**config.mk**
```make
export PLATFORM = sky130hd
export DESIGN_NAME = cache_ctrl
export DESIGN_NICKNAME = d
export VERILOG_FILES = /design/src/rtl/cache_ctrl.sv
export SDC_FILE = /design/constraint.sdc
export NUM_CORES = 1
export LEC_CHECK = 0
export BUFFER_PORTS_ARGS = -buffer_cell sky130_fd_sc_hd__buf_2
export CAP_MARGIN = 25
export CORE_AREA = 2 2 229 231
export CTS_BUF_LIST = sky130_fd_sc_hd__clkbuf_4 sky130_fd_sc_hd__clkbuf_8
export DETAILED_ROUTE_END_ITERATION = 8
export DIE_AREA = 0 0 231 233
export PLACE_DENSITY = 0.65
export RECOVER_POWER = 25
export SLEW_MARGIN = 20
export SYNTH_ARGS = -nofsm -noshare
export SYNTH_HDL_FRONTEND = slang
export SYNTH_SLANG_ARGS = --single-unit
```
**constraint.sdc**
```tcl
create_clock -name clk_i -period 12.16 [get_ports clk_i]
set_input_delay 0 -clock clk_i [delete_from_list [all_inputs] [get_ports clk_i]]
set_output_delay 0 -clock clk_i [all_outputs]
set_load 0.05 [all_outputs]
```
**src/rtl/cache_ctrl.sv**
```systemverilog
// Blocking miss controller: hit answers 2 cycles after accept, miss answers Block_Words+4 cycles or more.
// One request outstanding (req_ready_o low while busy); optional hit/miss counters under CACHE_CTRL_STATS_EN.
module cache_ctrl #(
  parameter int Addr_Width   = 32,
  parameter int Word_Width   = 32,
  parameter int Block_Words  = 8,
  parameter int Offset_Width = $clog2(Block_Words)
) (
  input  logic                              clk_i,
  input  logic                              rst_ni,
  input  logic                              req_valid_i,
  output logic                              req_ready_o,
  input  logic [Addr_Width-1:0]             req_addr_i,
  output logic                              rsp_valid_o,
  output logic [Word_Width-1:0]             rsp_data_o,
  output logic [1:0]                        cache_cmd_o,
  output logic [Addr_Width-1:0]             cache_addr_o,
  output logic [Word_Width*Block_Words-1:0] cache_data_o,
  input  logic                              cache_hit_i,
  input  logic [Word_Width-1:0]             cache_data_i,
  input  logic                              cache_evict_i,
  input  logic [Addr_Width-1:0]             cache_evict_addr_i,
  output logic                              mem_req_valid_o,
  input  logic                              mem_req_ready_i,
  output logic [Addr_Width-1:0]             mem_req_addr_o,
  input  logic                              mem_rsp_valid_i,
  input  logic [Word_Width-1:0]             mem_rsp_data_i,
  output logic                              evict_valid_o,
  output logic [Addr_Width-1:0]             evict_addr_o,
  output logic [31:0]                       hit_count_o,
  output logic [31:0]                       miss_count_o
);

  typedef enum logic [2:0] {IDLE, LOOKUP, MISS_REQ, REFILL, FILL} state_t;

  state_t                         state, state_nx;
  logic [Addr_Width-1:0]          addr_q;
  logic [Offset_Width-1:0]        beat_q;
  logic [Word_Width-1:0]          line_q [Block_Words];
  logic [Word_Width*Block_Words-1:0] line_flat;
  logic [Offset_Width-1:0]        offset;

  assign offset       = addr_q[Offset_Width-1:0];
  assign cache_addr_o = addr_q;

  for (genvar k = 0; k < Block_Words; k++) begin : g_flat
    assign line_flat[k*Word_Width +: Word_Width] = line_q[k];
  end

  always_ff @(posedge clk_i or negedge rst_ni) begin
    if (!rst_ni) state <= IDLE;
    else         state <= state_nx;
  end

  always_comb begin
    state_nx        = state;
    req_ready_o     = 1'b0;
    cache_cmd_o     = 2'b00;
    cache_data_o    = '0;
    mem_req_valid_o = 1'b0;
    mem_req_addr_o  = '0;
    case (state)
      IDLE: begin
        req_ready_o = 1'b1;
        if (req_valid_i) state_nx = LOOKUP;
      end
      LOOKUP: begin
        cache_cmd_o = 2'b10;
        state_nx    = cache_hit_i ? IDLE : MISS_REQ;
      end
      MISS_REQ: begin
        mem_req_valid_o = 1'b1;
        mem_req_addr_o  = addr_q & ~Addr_Width'(Block_Words - 1);
        if (mem_req_ready_i) state_nx = REFILL;
      end
      REFILL: begin
        if (mem_rsp_valid_i && beat_q == Offset_Width'(Block_Words - 1)) state_nx = FILL;
      end
      FILL: begin
        cache_cmd_o  = 2'b01;
        cache_data_o = line_flat;
        state_nx     = IDLE;
      end
      default: state_nx = IDLE;
    endcase
  end

  always_ff @(posedge clk_i or negedge rst_ni) begin
    if (!rst_ni) begin
      addr_q        <= '0;
      beat_q        <= '0;
      rsp_valid_o   <= 1'b0;
      rsp_data_o    <= '0;
      evict_valid_o <= 1'b0;
      evict_addr_o  <= '0;
    end else begin
      rsp_valid_o   <= 1'b0;
      evict_valid_o <= 1'b0;
      if (state == IDLE && req_valid_i) addr_q <= req_addr_i;
      if (state == LOOKUP && cache_hit_i) begin
        rsp_valid_o <= 1'b1;
        rsp_data_o  <= cache_data_i;
      end
      if (state == MISS_REQ && mem_req_ready_i) beat_q <= '0;
      if (state == REFILL && mem_rsp_valid_i) beat_q <= beat_q + 1'b1;
      if (state == FILL) begin
        rsp_valid_o <= 1'b1;
        rsp_data_o  <= line_q[offset];
        if (cache_evict_i) begin
          evict_valid_o <= 1'b1;
          evict_addr_o  <= cache_evict_addr_i;
        end
      end
    end
  end

  // Line buffer is only observed after a full refill, so it needs no reset.
  always_ff @(posedge clk_i) begin
    if (state == REFILL && mem_rsp_valid_i) line_q[beat_q] <= mem_rsp_data_i;
  end

`ifdef CACHE_CTRL_STATS_EN
  logic [31:0] hit_cnt, miss_cnt;
  always_ff @(posedge clk_i or negedge rst_ni) begin
    if (!rst_ni) begin
      hit_cnt  <= '0;
      miss_cnt <= '0;
    end else if (state == LOOKUP) begin
      if (cache_hit_i && hit_cnt != 32'hFFFF_FFFF)   hit_cnt  <= hit_cnt + 32'd1;
      if (!cache_hit_i && miss_cnt != 32'hFFFF_FFFF) miss_cnt <= miss_cnt + 32'd1;
    end
  end
  assign hit_count_o  = hit_cnt;
  assign miss_count_o = miss_cnt;
`else
  assign hit_count_o  = 32'd0;
  assign miss_count_o = 32'd0;
`endif

endmodule

```
Word-level counts from Yosys, hierarchy flattened. Memories as Yosys holds them, arrays and structs flattened. Cells that the tools add are included.

Register bits after elaboration: 104. Bits in latches: 0. Memory bits (writable): 256. ROM bits: 0. Bits of input ports: 135. Output and inout port bits: 454. Word-level logic and storage cells: 47. Memories kept: 1.

Memories: line_q (depth 8, bits a word 32, rd ports 9, clocked after memory_dff 0, write ports 1, line 39) `logic [Word_Width-1:0] line_q [Block_Words];`.

Add/subtract/negate cells: 1. Multipliers: 0. Div/mod/pow operators: 0. Order comparisons: 0. Equality and inequality tests: 8. Shifts and indexed selects: 0. Multiplexer cells: 20. Bitwise logic cells: 0. Reductions and logical operators: 10.

Operators by type and width (number): 256-bit two-way mux (1); 32-bit two-way mux (3); 3-bit two-way mux (5); 3-bit case mux with 4 select lines (1); 1-bit two-way mux (8); 3-bit by 2-bit equality test with 1-bit output, second input constant (2); 3-bit equality test, second input constant (2); 2-bit inequality test, second input constant (3); 1-bit logical AND (5); 2-bit case mux with 2 select lines (1); 2-bit nonzero test (2); 3-bit by 1-bit adder with 3-bit output, second input constant (1); 3-bit by 1-bit equality test with 1-bit output, second input constant (1); 3-bit logical NOT (1); 3-bit AND reduction (1); 2-bit two-way mux (1); 2-bit AND reduction (1).

Longest topological paths before layout. Gate-level depths: netlist of the first run.

Depth in word-level cells: 4. Mapped depth: 7. Gate-level depth less buffers: 5.

Least setup slack after synthesis of the first run. Ideal clock, no wire load.

Kind: register to register. From: register state[0]. To: memory line_q[0][0], enable pin. Library setup time: 461 ps. Arrival: 3350 ps. Data required time: 11699 ps. Path slack: 8349 ps. Cell stages (with the launch flop): 5. Buffers on the path: 1. Clock period less this slack: 3811 ps. Path through: dfrtp_1 > clkbuf_2 > nand4b_1 > or2_2 > nor3_1.

Cells in the longest elaborated chain, start to end: 4.

Ends and longest elaborated chain: start: declaration (line 36) `state_t state, state_nx;`; start signal: assignment (line 52) `else state <= state_nx;`; 3-bit by 2-bit equality test with 1-bit output (line 119) `if (state == REFILL && mem_rsp_valid_i) line_q[beat_q] <= mem_rsp_data_i;`; 1-bit logical AND (line 119); 1-bit two-way mux (line 119); 1-bit two-way mux (implied by the code) (line 119); end: declaration (line 39).

No other way between the ends.

==> reports/summary.txt, run 1 <==
Internal: 0.00277 W
min cycle time layout: 4160 ps
CTS max path bufs: 3
P&R area growth vs syn: 34.3%
sequential power share: 35.7%
# diodes: 0
num rows: 83
Final Cycle Share: 34.2%
total leakage power: 10.1 nW
max-slew violations: 54
FMAX: 0.241 GHz
CP required: 12050 ps
drt total wl: 57900 microns
DRT Pass-1 Iters: 5
H-tree levels: 2
Multi-input gate area: 5810 sq um
Async SR Flop Fraction: 28.9%
Peak VDD IR: 0.100 mV
Setup TNS: 0 ps
final hold violation count: 0
Seq/Total Area, Yosys: 61.5%
clk_skew: 27.0 ps
worst rel slew slack: -66.4%
layout cells sized above 1: 35.6%
Final Wtd Congestion: 0.824
DIE AREA: 53800 sq um
DP HPWL: 38200 microns
Initial Utilization: 32.8%
Die H: 233 microns
Final Hold Slack: 107 ps
Psw: 0.00194 W
NumNets Final: 2065
Critical Path Fanout Max: 34
first-pass GRT wire length: 81300 microns
Post-synth EDFFs: 256
vias in the first global route: 12900
sequential cell area: 10300 sq um
core area: 51100 sq um
pin count of the biggest net entering global routing: 122
drt drc: 0
switching share of power: 41.2%
Syn Area/Cell: 13.2 sq um
unrepaired setup endpoints after global routing: false
crit path DAT: 4050 ps
WS Path Type: in2async
Distinct cells, synth: 34
FF+latch count, synth: 360
clk sinks: 360
clock root cell: clkbuf_8
Syn Inst Count: 1272
Routed Antenna Nets: 0
Total GRT Usage: 20.3%
CTS tree: done
initial antenna violation count: 1
WL/cell: 21.8 microns
initial drt markers: 780
CTS buffer count: 61
io pins: 589
count of input and output buffers: 521
status: finished with violations
routed vias: 12800
Yosys Warn Count: 0
path category of the worst min-delay check: in2reg
Setup Buffers After CTS: 0
Vias/cell: 4.82
worst-margin pin slew: 2500 ps
Post-Synthesis Cell Area: 16700 sq um
top post-synthesis cells by area: edfxtp_1, dfrtp_1, and2_1
Setup Viol. Count Final: 0
Combinational Power Share: 38.1%
post-CTS resize count: 0
Primary FF master, synth: edfxtp_1
grt ovf: 0
Clk Latency, worst-skew pair: 650 ps
Die Width: 231 microns
Worst setup SP type: input port
largest area contributor in the netlist: edfxtp_1
MaxCap Viol Count: 2
failing checks: max-capacitance violations, max-slew violations
# fillers: 4737
Yosys top cell area share: 45.9%
clock slew at reported path FFs: 60 ps
power per cell area: 210 nW/um^2
power share of the clock group: 26.2%
crit end category: asynchronous set/reset pin
## registers in the layout (all words and copies together), names as in the netlist
name,cells
beat_q,3
cache_addr_o,32
evict_addr_o,32
evict_valid_o,1
line_q,256
rsp_data_o,32
rsp_valid_o,1
state,3
## final timing paths
path | start | cells after the start | end | slack [ps]
min in group asynchronous | rst_ni | 3 | rsp_data_o[5] | 830
max in group clk_i | state[0] | 6 | cache_data_o[80] | 8610
hold / removal | req_addr_i[0] | 3 | cache_addr_o[0] | 110
hold reg to reg | evict_addr_o[31] | 1 | evict_addr_o[31] | 490
setup / recovery | rst_ni | 4 | cache_addr_o[0] | 8000
setup reg to reg | state[0] | 6 | line_q[7][24] | 9170
## stage by stage
| step | util [%] | cell area (sq um) | instances | setup WS [ps] | power (W) |
|---|---|---|---|---|---|
| global placement | 38.7 | 19800 | 2408 | 9100 | 0.00345 |
| CTS | 44.1 | 22500 | 2658 | 8590 | 0.00474 |
| detailed placement | 38.7 | 19800 | 2408 | 9070 | 0.00347 |
| global route | 44.0 | 22500 | 2659 | 7370 | 0.00493 |
| finish | 44.0 | 22500 | 2659 | 8000 | 0.00471 |
| floorplan | - | 17000 | 1338 | 8350 | 0.00296 |
## cell usage after synthesis (2+ instances only)
cell,number
clkbuf_2,20
nand2_1,42
ha_1,2
nor2b_1,30
nor3_1,3
nand2b_1,4
nor3b_2,2
buf_6,6
mux2_2,60
o211ai_1,32
mux2_1,4
nand3_1,36
buf_4,83
a22oi_1,64
dfrtp_1,104
nor2_1,12
and2_1,288
and2b_1,4
mux2i_1,129
a21oi_1,34
clkbuf_1,34
buf_2,12
edfxtp_1,256
## per-layer routing
layer | up-vias | GRT usage [%] | routed length [microns]
met1 | 6358 | 25.3 | 23500
li1 | 5714 | - | -
met5 | - | 0 | 0
met4 | 0 | 6.57 | 1550
met3 | 110 | 3.74 | 3760
met2 | 625 | 35.4 | 29100
## power by group through the flow
stage | logic (W) | registers [W] | clock network [W]
after floorplan | 0.000942 | 0.00201 | 0
after global placement | 0.00175 | 0.00169 | 0
after detailed placement | 0.00177 | 0.00170 | 0
after CTS | 0.00180 | 0.00168 | 0.00126
after global routing | 0.00190 | 0.00170 | 0.00132
final | 0.00180 | 0.00168 | 0.00123
## placed cells by master (no fill, tap or decap), types with 23 or more instances in the layout
master           n
a21oi_1         34
a22oi_1         64
and2_1         287
buf_2          488
buf_4           24
clkbuf_1        34
clkbuf_4        23
clkbuf_8        73
conb_1          67
dfrtp_1        101
dlygate4sd3_1  135
edfxtp_1       256
mux2_2          60
mux2i_1        129
nand2_1         42
nand3_1         36
nor2b_1         28
o211ai_1        32
## cells by family (layout without fill, tap and decap cells)
kind of cell / count (synthesis) / after routing / synth area share [%]
flops: 360 / 360 / 61.5
other cells: 1 / 67 / 0.0224
fa+ha+maj: 2 / 2 / 0.149
mux: 193 / 193 / 12.0
compound gates: 132 / 132 / 5.40
simple gates: 428 / 428 / 15.1
buf+inv: 156 / 797 / 5.87
## what timing repair did
item | CTS | global route
setup endpoints to repair | 0 | 0
hold buffers | 136 | 0
endpoints found under the hold margin | 410 | 0
## worst max-delay path, stage by stage
cell,delay (ps)
dlygate4sd3_1,520
dlygate4sd3_1,530
clkbuf_1,1110
clkbuf_1,1860
## cell type report
cell class	instances	area share, %
Multi-Input combinational cell	822	25.8
Sequential cell	360	45.8
Inverter	1	0.0167
Timing Repair Buffer	682	18.4
Tap cell	680	3.78
Clock inverter	18	0.979
Clock buffer	96	5.24
Power figures use the tool's default switching activity.
==> run 2: changes to the inputs <==
--- a/config.mk
+++ b/config.mk
@@ -11,7 +11,7 @@
 export CTS_BUF_LIST = sky130_fd_sc_hd__clkbuf_4 sky130_fd_sc_hd__clkbuf_8
 export DETAILED_ROUTE_END_ITERATION = 8
 export DIE_AREA = 0 0 231 233
-export PLACE_DENSITY = 0.65
+export PLACE_DENSITY = 0.67
 export RECOVER_POWER = 25
 export SLEW_MARGIN = 20
 export SYNTH_ARGS = -nofsm -noshare
==> constraint.sdc (replaced) <==
create_clock -name clk_i -period 3.4 [get_ports clk_i]
set_input_delay 0 -clock clk_i [delete_from_list [all_inputs] [get_ports clk_i]]
set_output_delay 0 -clock clk_i [all_outputs]
set_load 0.05 [all_outputs]
==> run 2 against run 1 <==
Compared with the run above: the run now ends clean; critical path depth unchanged; setup slack got worse by 7600 ps; flip-flop and latch count unchanged; sequential share of layout area shrank 0.084 points; sequential power rose to 3.6 times the previous value; critical path type is now reg2out; highest routed layer unchanged.
==> reports/summary.txt, run 2 (same netlist as run 1, synthesis figures left out) <==
WL/cell: 21.8 microns (+0.37%)
worst-margin pin slew: 931 ps (-1570 ps)
max-slew violations: 0 (-100%)
Setup TNS: 0 ps (unchanged)
Critical Path Fanout Max: 172 (+410%)
# fillers: 4697 (-0.84%)
min cycle time layout: 2960 ps
CTS buffer count: 66 (+8.2%)
Setup Viol. Count Final: 0 (unchanged)
max reg flops: 256 (unchanged)
first-pass GRT wire length: 82300 microns (+1.3%)
unrepaired setup endpoints after global routing: false
Die Width: 231 microns (unchanged)
NumNets Final: 2074 (+0.44%)
Vias/cell: 4.78 (-0.72%)
drt drc: 0 (unchanged)
most frequent cells in the layout: buf_2, and2_1, edfxtp_1
routed vias: 12800 (-0.38%)
worst rel slew slack: 37.9% (+100 points)
H-tree levels: 3 (+1)
layout cells sized above 1: 35.8% (+0.13 points)
MaxCap Viol Count: 0 (-2)
Setup Buffers After CTS: 0 (unchanged)
clock root cell: clkbuf_8
Worst Path Buf+Inv: 2 (-2)
Final Cycle Share: 87.1%
initial antenna violation count: 0 (-1)
Top reg by flops: line_q
initial drt markers: 823 (+5.5%)
total leakage power: 10.1 nW (about the same)
path category of the worst min-delay check: in2async
post-CTS resize count: 0 (unchanged)
io pins: 589 (unchanged)
WS Path Type: reg2out
crit end category: primary output
DIE AREA: 53800 sq um (unchanged)
core area: 51100 sq um (unchanged)
Routed Antenna Nets: 0 (unchanged)
crit path DAT: 2960 ps (-1090 ps)
CTS max path bufs: 3 (unchanged)
count of input and output buffers: 521 (unchanged)
delay-heaviest family, CP: flip-flops
final hold violation count: 0 (unchanged)
Largest stage delay, worst path: 810 ps (-1050 ps)
Worst setup SP type: flop
DRT Pass-1 Iters: 5 (unchanged)
CTS tree: done
CP required: 3400 ps (-8650 ps)
FMAX: 0.338 GHz
clock slew at reported path FFs: 50 ps (about the same)
drt total wl: 58300 microns (+0.71%)
P&R area growth vs syn: 34.6%
worst path cell trace: nor3b_4 > buf_12 > and2_1 > buf_2
Total GRT Usage: 20.9% (+0.60 points)
num rows: 83 (unchanged)
pin count of the biggest net entering global routing: 173 (+42%)
DP HPWL: 38900 microns (+1.7%)
commonest non-fill, non-tap cell in the layout: buf_2
Initial Utilization: 32.8% (unchanged)
power per cell area: 742 nW/um^2 (+250%)
Clk Latency, worst-skew pair: 640 ps (about the same)
clk sinks: 360 (unchanged)
Final Hold Slack: 75.6 ps (-31.0 ps)
clk_skew: 28.6 ps (+1.56 ps)
CP max stage cell: dfrtp_2
status: finished clean
Peak VDD IR: 0.310 mV (+210%)
Final Wtd Congestion: 0.809 (-1.9%)
grt ovf: 0 (unchanged)
vias in the first global route: 13100 (+1.3%)
Die H: 233 microns (unchanged)
## run 2: area by class of cell
class	count	area [sq um]	share of cell area, %
Antenna cell	2	5.00	0.0222
Clock buffer	96	1150	5.11
Clock inverter	21	160	0.711
Inverter	1	3.75	0.0167
Multi-Input combinational cell	822	5820	25.8
Sequential cell	360	10300	45.7
Tap cell	680	851	3.78
Timing Repair Buffer	686	4240	18.8
## run 2: timing repair
item	4_1_cts	5_1_grt
setup endpoints to repair	0	0
hold endpoints to repair	464	0
hold buffers	134	0
## run 2: per-layer routing
| layer | track usage, % | vias to the layer above | wire, microns |
|---|---|---|---|
| li1 | - | 5741 | - |
| met1 | 25.3 | 6311 | 23200 |
| met2 | 36.0 | 599 | 29200 |
| met3 | 5.27 | 107 | 4220 |
| met4 | 7.36 | 0 | 1580 |
| met5 | 0 | - | 0 |
## run 2: worst paths after layout
kind | start | end | slack [ps] | cells past startpoint
max reg2reg | state[2] | line_q[6][7] | 930 | 4
max | state[2] | cache_data_o[46] | 440 | 4
min in group clk_i | req_addr_i[9] | cache_addr_o[9] | 140 | 3
min reg2reg | evict_addr_o[29] | evict_addr_o[29] | 480 | 1
min | rst_ni | cache_addr_o[4] | 80 | 2
max in group asynchronous | rst_ni | cache_addr_o[0] | 2620 | 2
## run 2: through the flow
step	utilization (%)	power [W]	std cells	worst slack, ps	cell area, sq um
after floorplan	-	0.0106	1338	466	17000
final	44.1	0.0167	2668	438	22500
after CTS	44.2	0.0169	2666	370	22600
after global routing	44.1	0.0175	2666	270	22500
after detailed placement	39.0	0.0126	2415	938	19900
after global placement	39.0	0.0125	2415	978	19900
## run 2: power breakdown
part	switching (W)	leakage, nW	internal (W)	total, W
combinational	0.00457	5.82	0.00194	0.00652
clock	0.00182	0.696	0.00233	0.00416
sequential	0.000619	3.55	0.00543	0.00605
total	0.00702	10.1	0.00971	0.0167
## run 2: worst register-to-register path, stage by stage, from the launching register on
cell and delay (ps):
dfrtp_2 660, nand4b_1 370, or2_2 450, nor2_4 390, buf_12 260
==> run 3: changes to the inputs <==
--- a/config.mk
+++ b/config.mk
@@ -11,8 +11,7 @@
 export CTS_BUF_LIST = sky130_fd_sc_hd__clkbuf_4 sky130_fd_sc_hd__clkbuf_8
 export DETAILED_ROUTE_END_ITERATION = 8
 export DIE_AREA = 0 0 231 233
-export PLACE_DENSITY = 0.67
-export RECOVER_POWER = 25
+export PLACE_DENSITY = 0.65
 export SLEW_MARGIN = 20
 export SYNTH_ARGS = -nofsm -noshare
 export SYNTH_HDL_FRONTEND = slang
==> constraint.sdc (replaced) <==
create_clock -name clk_i -period 3.7 [get_ports clk_i]
set_input_delay 0 -clock clk_i [delete_from_list [all_inputs] [get_ports clk_i]]
set_output_delay 0 -clock clk_i [all_outputs]
set_load 0.05 [all_outputs]
==> run 3 against run 2 <==
Compared with the run above: largest power group unchanged; highest routed layer unchanged; via count fell by 0.43%; setup slack improved by 30 ps; register-to-register slack worse by 30 ps; worst hold slack improved by 36 ps; clock-buffer cell count fell by 6.
==> reports/summary.txt, run 3 (same netlist as run 1, synthesis figures left out) <==
clock slew at reported path FFs: 60 ps (about the same)
total leakage power: 10.2 nW (+0.99%)
Total GRT Usage: 20.8% (-0.091 points)
Initial Utilization: 32.8% (unchanged)
top routing layer in use: met4
max reg flops: 256 (unchanged)
crit path DAT: 3230 ps (+270 ps)
Final Instance Area: 22600 sq um (+0.52%)
routed vias: 12700 (-0.43%)
P&R area growth vs syn: 35.3%
power per cell area: 679 nW/um^2 (-8.6%)
vias in the first global route: 12900 (-1.4%)
DP HPWL: 40200 microns (+3.5%)
met1 wire length: 23000 microns (-1.0%)
worst rel slew slack: 28.1% (-9.8 points)
crit path capture: cache_data_o[162]
CTS buffer count: 61 (-7.6%)
Combinational Power Share: 38.7% (-0.3 points)
unrepaired setup endpoints after global routing: false
delay-heaviest family, CP: buffers and inverters
Largest stage delay, worst path: 660 ps (-150 ps)
CTS max path bufs: 3 (unchanged)
pin count of the biggest net entering global routing: 175 (+1.2%)
Die H: 233 microns (unchanged)
Peak VDD IR: 0.329 mV (+6.1%)
cell depth of the worst setup path: 5 (+1)
DIE AREA: 53800 sq um (unchanged)
Finished Core Util: 44.3% (+0.23 points)
FMAX: 0.309 GHz
Critical path origin: state[0]
Worst setup SP type: flop
WS Path Type: reg2out
MaxCap Viol Count: 0 (unchanged)
placed inst area: 19900 sq um (about the same)
clk sinks: 360 (unchanged)
Internal: 0.00892 W (-8.1%)
Vias/cell: 4.76 (-0.39%)
path category of the worst min-delay check: in2reg
clk_skew: 33.2 ps (+4.61 ps)
Critical Path Fanout Max: 174 (+1.2%)
worst path cell trace: buf_4 > nor3b_4 > buf_12 > and2_1 > buf_2
CTS tree: done
crit end category: primary output
Final Cycle Share: 87.4%
drt drc: 0 (unchanged)
io pins: 589 (unchanged)
Setup Viol. Count Final: 0 (unchanged)
Clk Latency, worst-skew pair: 670 ps (+30 ps)
Die Width: 231 microns (unchanged)
Worst R2R Setup Slack: 900 ps (-30 ps)
placed cells: 2413 (-0.083%)
Routed Antenna Nets: 0 (unchanged)
Final Non-Filler Cells: 2667 (-0.037%)
count of input and output buffers: 521 (unchanged)
layout cells sized above 1: 37.5% (+1.7 points)
Top reg by flops: line_q
max-slew violations: 0 (unchanged)
worst-margin pin slew: 1080 ps (+147 ps)
most frequent cells in the layout: buf_2, and2_1, edfxtp_1
NumNets Final: 2070 (-0.19%)
clock root cell: clkbuf_8
sequential power share: 36.3% (about the same)
status: finished clean
power share of the clock group: 25.0% (about the same)
initial drt markers: 745 (-9.5%)
drt total wl: 58800 microns (+0.89%)
min cycle time layout: 3230 ps
# fillers: 4667 (-0.64%)
CP max stage cell: dfrtp_2
Worst Path Buf+Inv: 3 (+1)
Setup Buffers After CTS: 0 (unchanged)
commonest non-fill, non-tap cell in the layout: buf_2
WL/cell: 22.0 microns (+0.93%)
core area: 51100 sq um (unchanged)
H-tree levels: 2 (-1)
r2r startpoint: state[0]
Final Power: 0.0154 W (-8.1%)
DR WL met3: 4070 microns (-3.4%)
Final Wtd Congestion: 0.821 (+1.5%)
Psw: 0.00645 W (-8.1%)
first-pass GRT wire length: 82200 microns (-0.16%)
DRT Pass-1 Iters: 5 (unchanged)
met2 routed WL: 29500 microns (+1.1%)
worst r2r path cells: 4 (unchanged)
CP required: 3700 ps (+300 ps)
num rows: 83 (unchanged)
grt ovf: 0 (unchanged)
r2r endpoint: line_q[2][4]
Setup TNS: 0 ps (unchanged)
initial antenna violation count: 2 (+2)
final hold violation count: 0 (unchanged)
switching share of power: 42.0% (about the same)
## run 3: changes by cell type in the layout (fill, tap and decap cells not counted), sizes merged
cell / before / now
clkinvlp: 2 / 6
bufinv: 2 / 3
inv: 4 / 3
clkbuf: 129 / 90
diode: 2 / 1
clkinv: 14 / 15
dlygate4sd3: 134 / 135
buf: 519 / 552
## run 3: final cells by class
type | count | area, sq um | area share, %
inverter | 1 | 3.75 | 0.0166
clock inverter | 26 | 235 | 1.04
clock buffer | 90 | 1100 | 4.86
sequential | 360 | 10300 | 45.5
antenna | 1 | 2.50 | 0.0110
tap | 680 | 851 | 3.76
timing repair buffer | 687 | 4330 | 19.1
multi-input combinational | 822 | 5820 | 25.7
## run 3: how the worst min path moves through the flow
| stage | from | to | slack, ps | depth (start not counted) |
|---|---|---|---|---|
| global route | cache_evict_addr_i[27] | evict_addr_o[27] | 90 | 3 |
| CTS | cache_evict_addr_i[31] | evict_addr_o[31] | 50 | 3 |
| finish | cache_evict_addr_i[29] | evict_addr_o[29] | 110 | 3 |
| floorplan | rst_ni | beat_q[0] | -300 | 0 |
| detailed placement | rst_ni | cache_addr_o[29] | 100 | 1 |
| global placement | rst_ni | cache_addr_o[29] | 80 | 1 |
## run 3: power groups by stage
| stage | combinational (W) | sequential, W | clock (W) |
|---|---|---|---|
| floorplan | 0.00310 | 0.00662 | 0 |
| global placement | 0.00579 | 0.00562 | 0 |
| detailed placement | 0.00584 | 0.00566 | 0 |
| CTS | 0.00597 | 0.00559 | 0.00392 |
| global route | 0.00628 | 0.00566 | 0.00412 |
| finish | 0.00595 | 0.00558 | 0.00384 |
## run 3: layer usage
layer / track usage, % / up-vias
li1: - / 5731
met5: 0 / -
met1: 24.7 / 6309
met3: 4.67 / 101
met2: 36.2 / 562
met4: 8.63 / 0
## run 3: worst min-delay path, cell delays in order
cell and delay [ps]:
dlygate4sd3_1 520, buf_2 90, mux2_1 110
## run 3: stage by stage
step / hold slack, ps / setup slack (ps)
floorplan: -296 / 766
finish: 111 / 468
CTS: 49.0 / 467
global route: 87.3 / 330
global placement: 82.7 / 954
detailed placement: 97.0 / 897
## run 3: what timing repair did
action | in CTS | in global routing
gates resized for setup | 0 | 0
hold buffers | 136 | 0
endpoints found under the setup margin | 0 | 0
hold endpoints to repair | 464 | 0
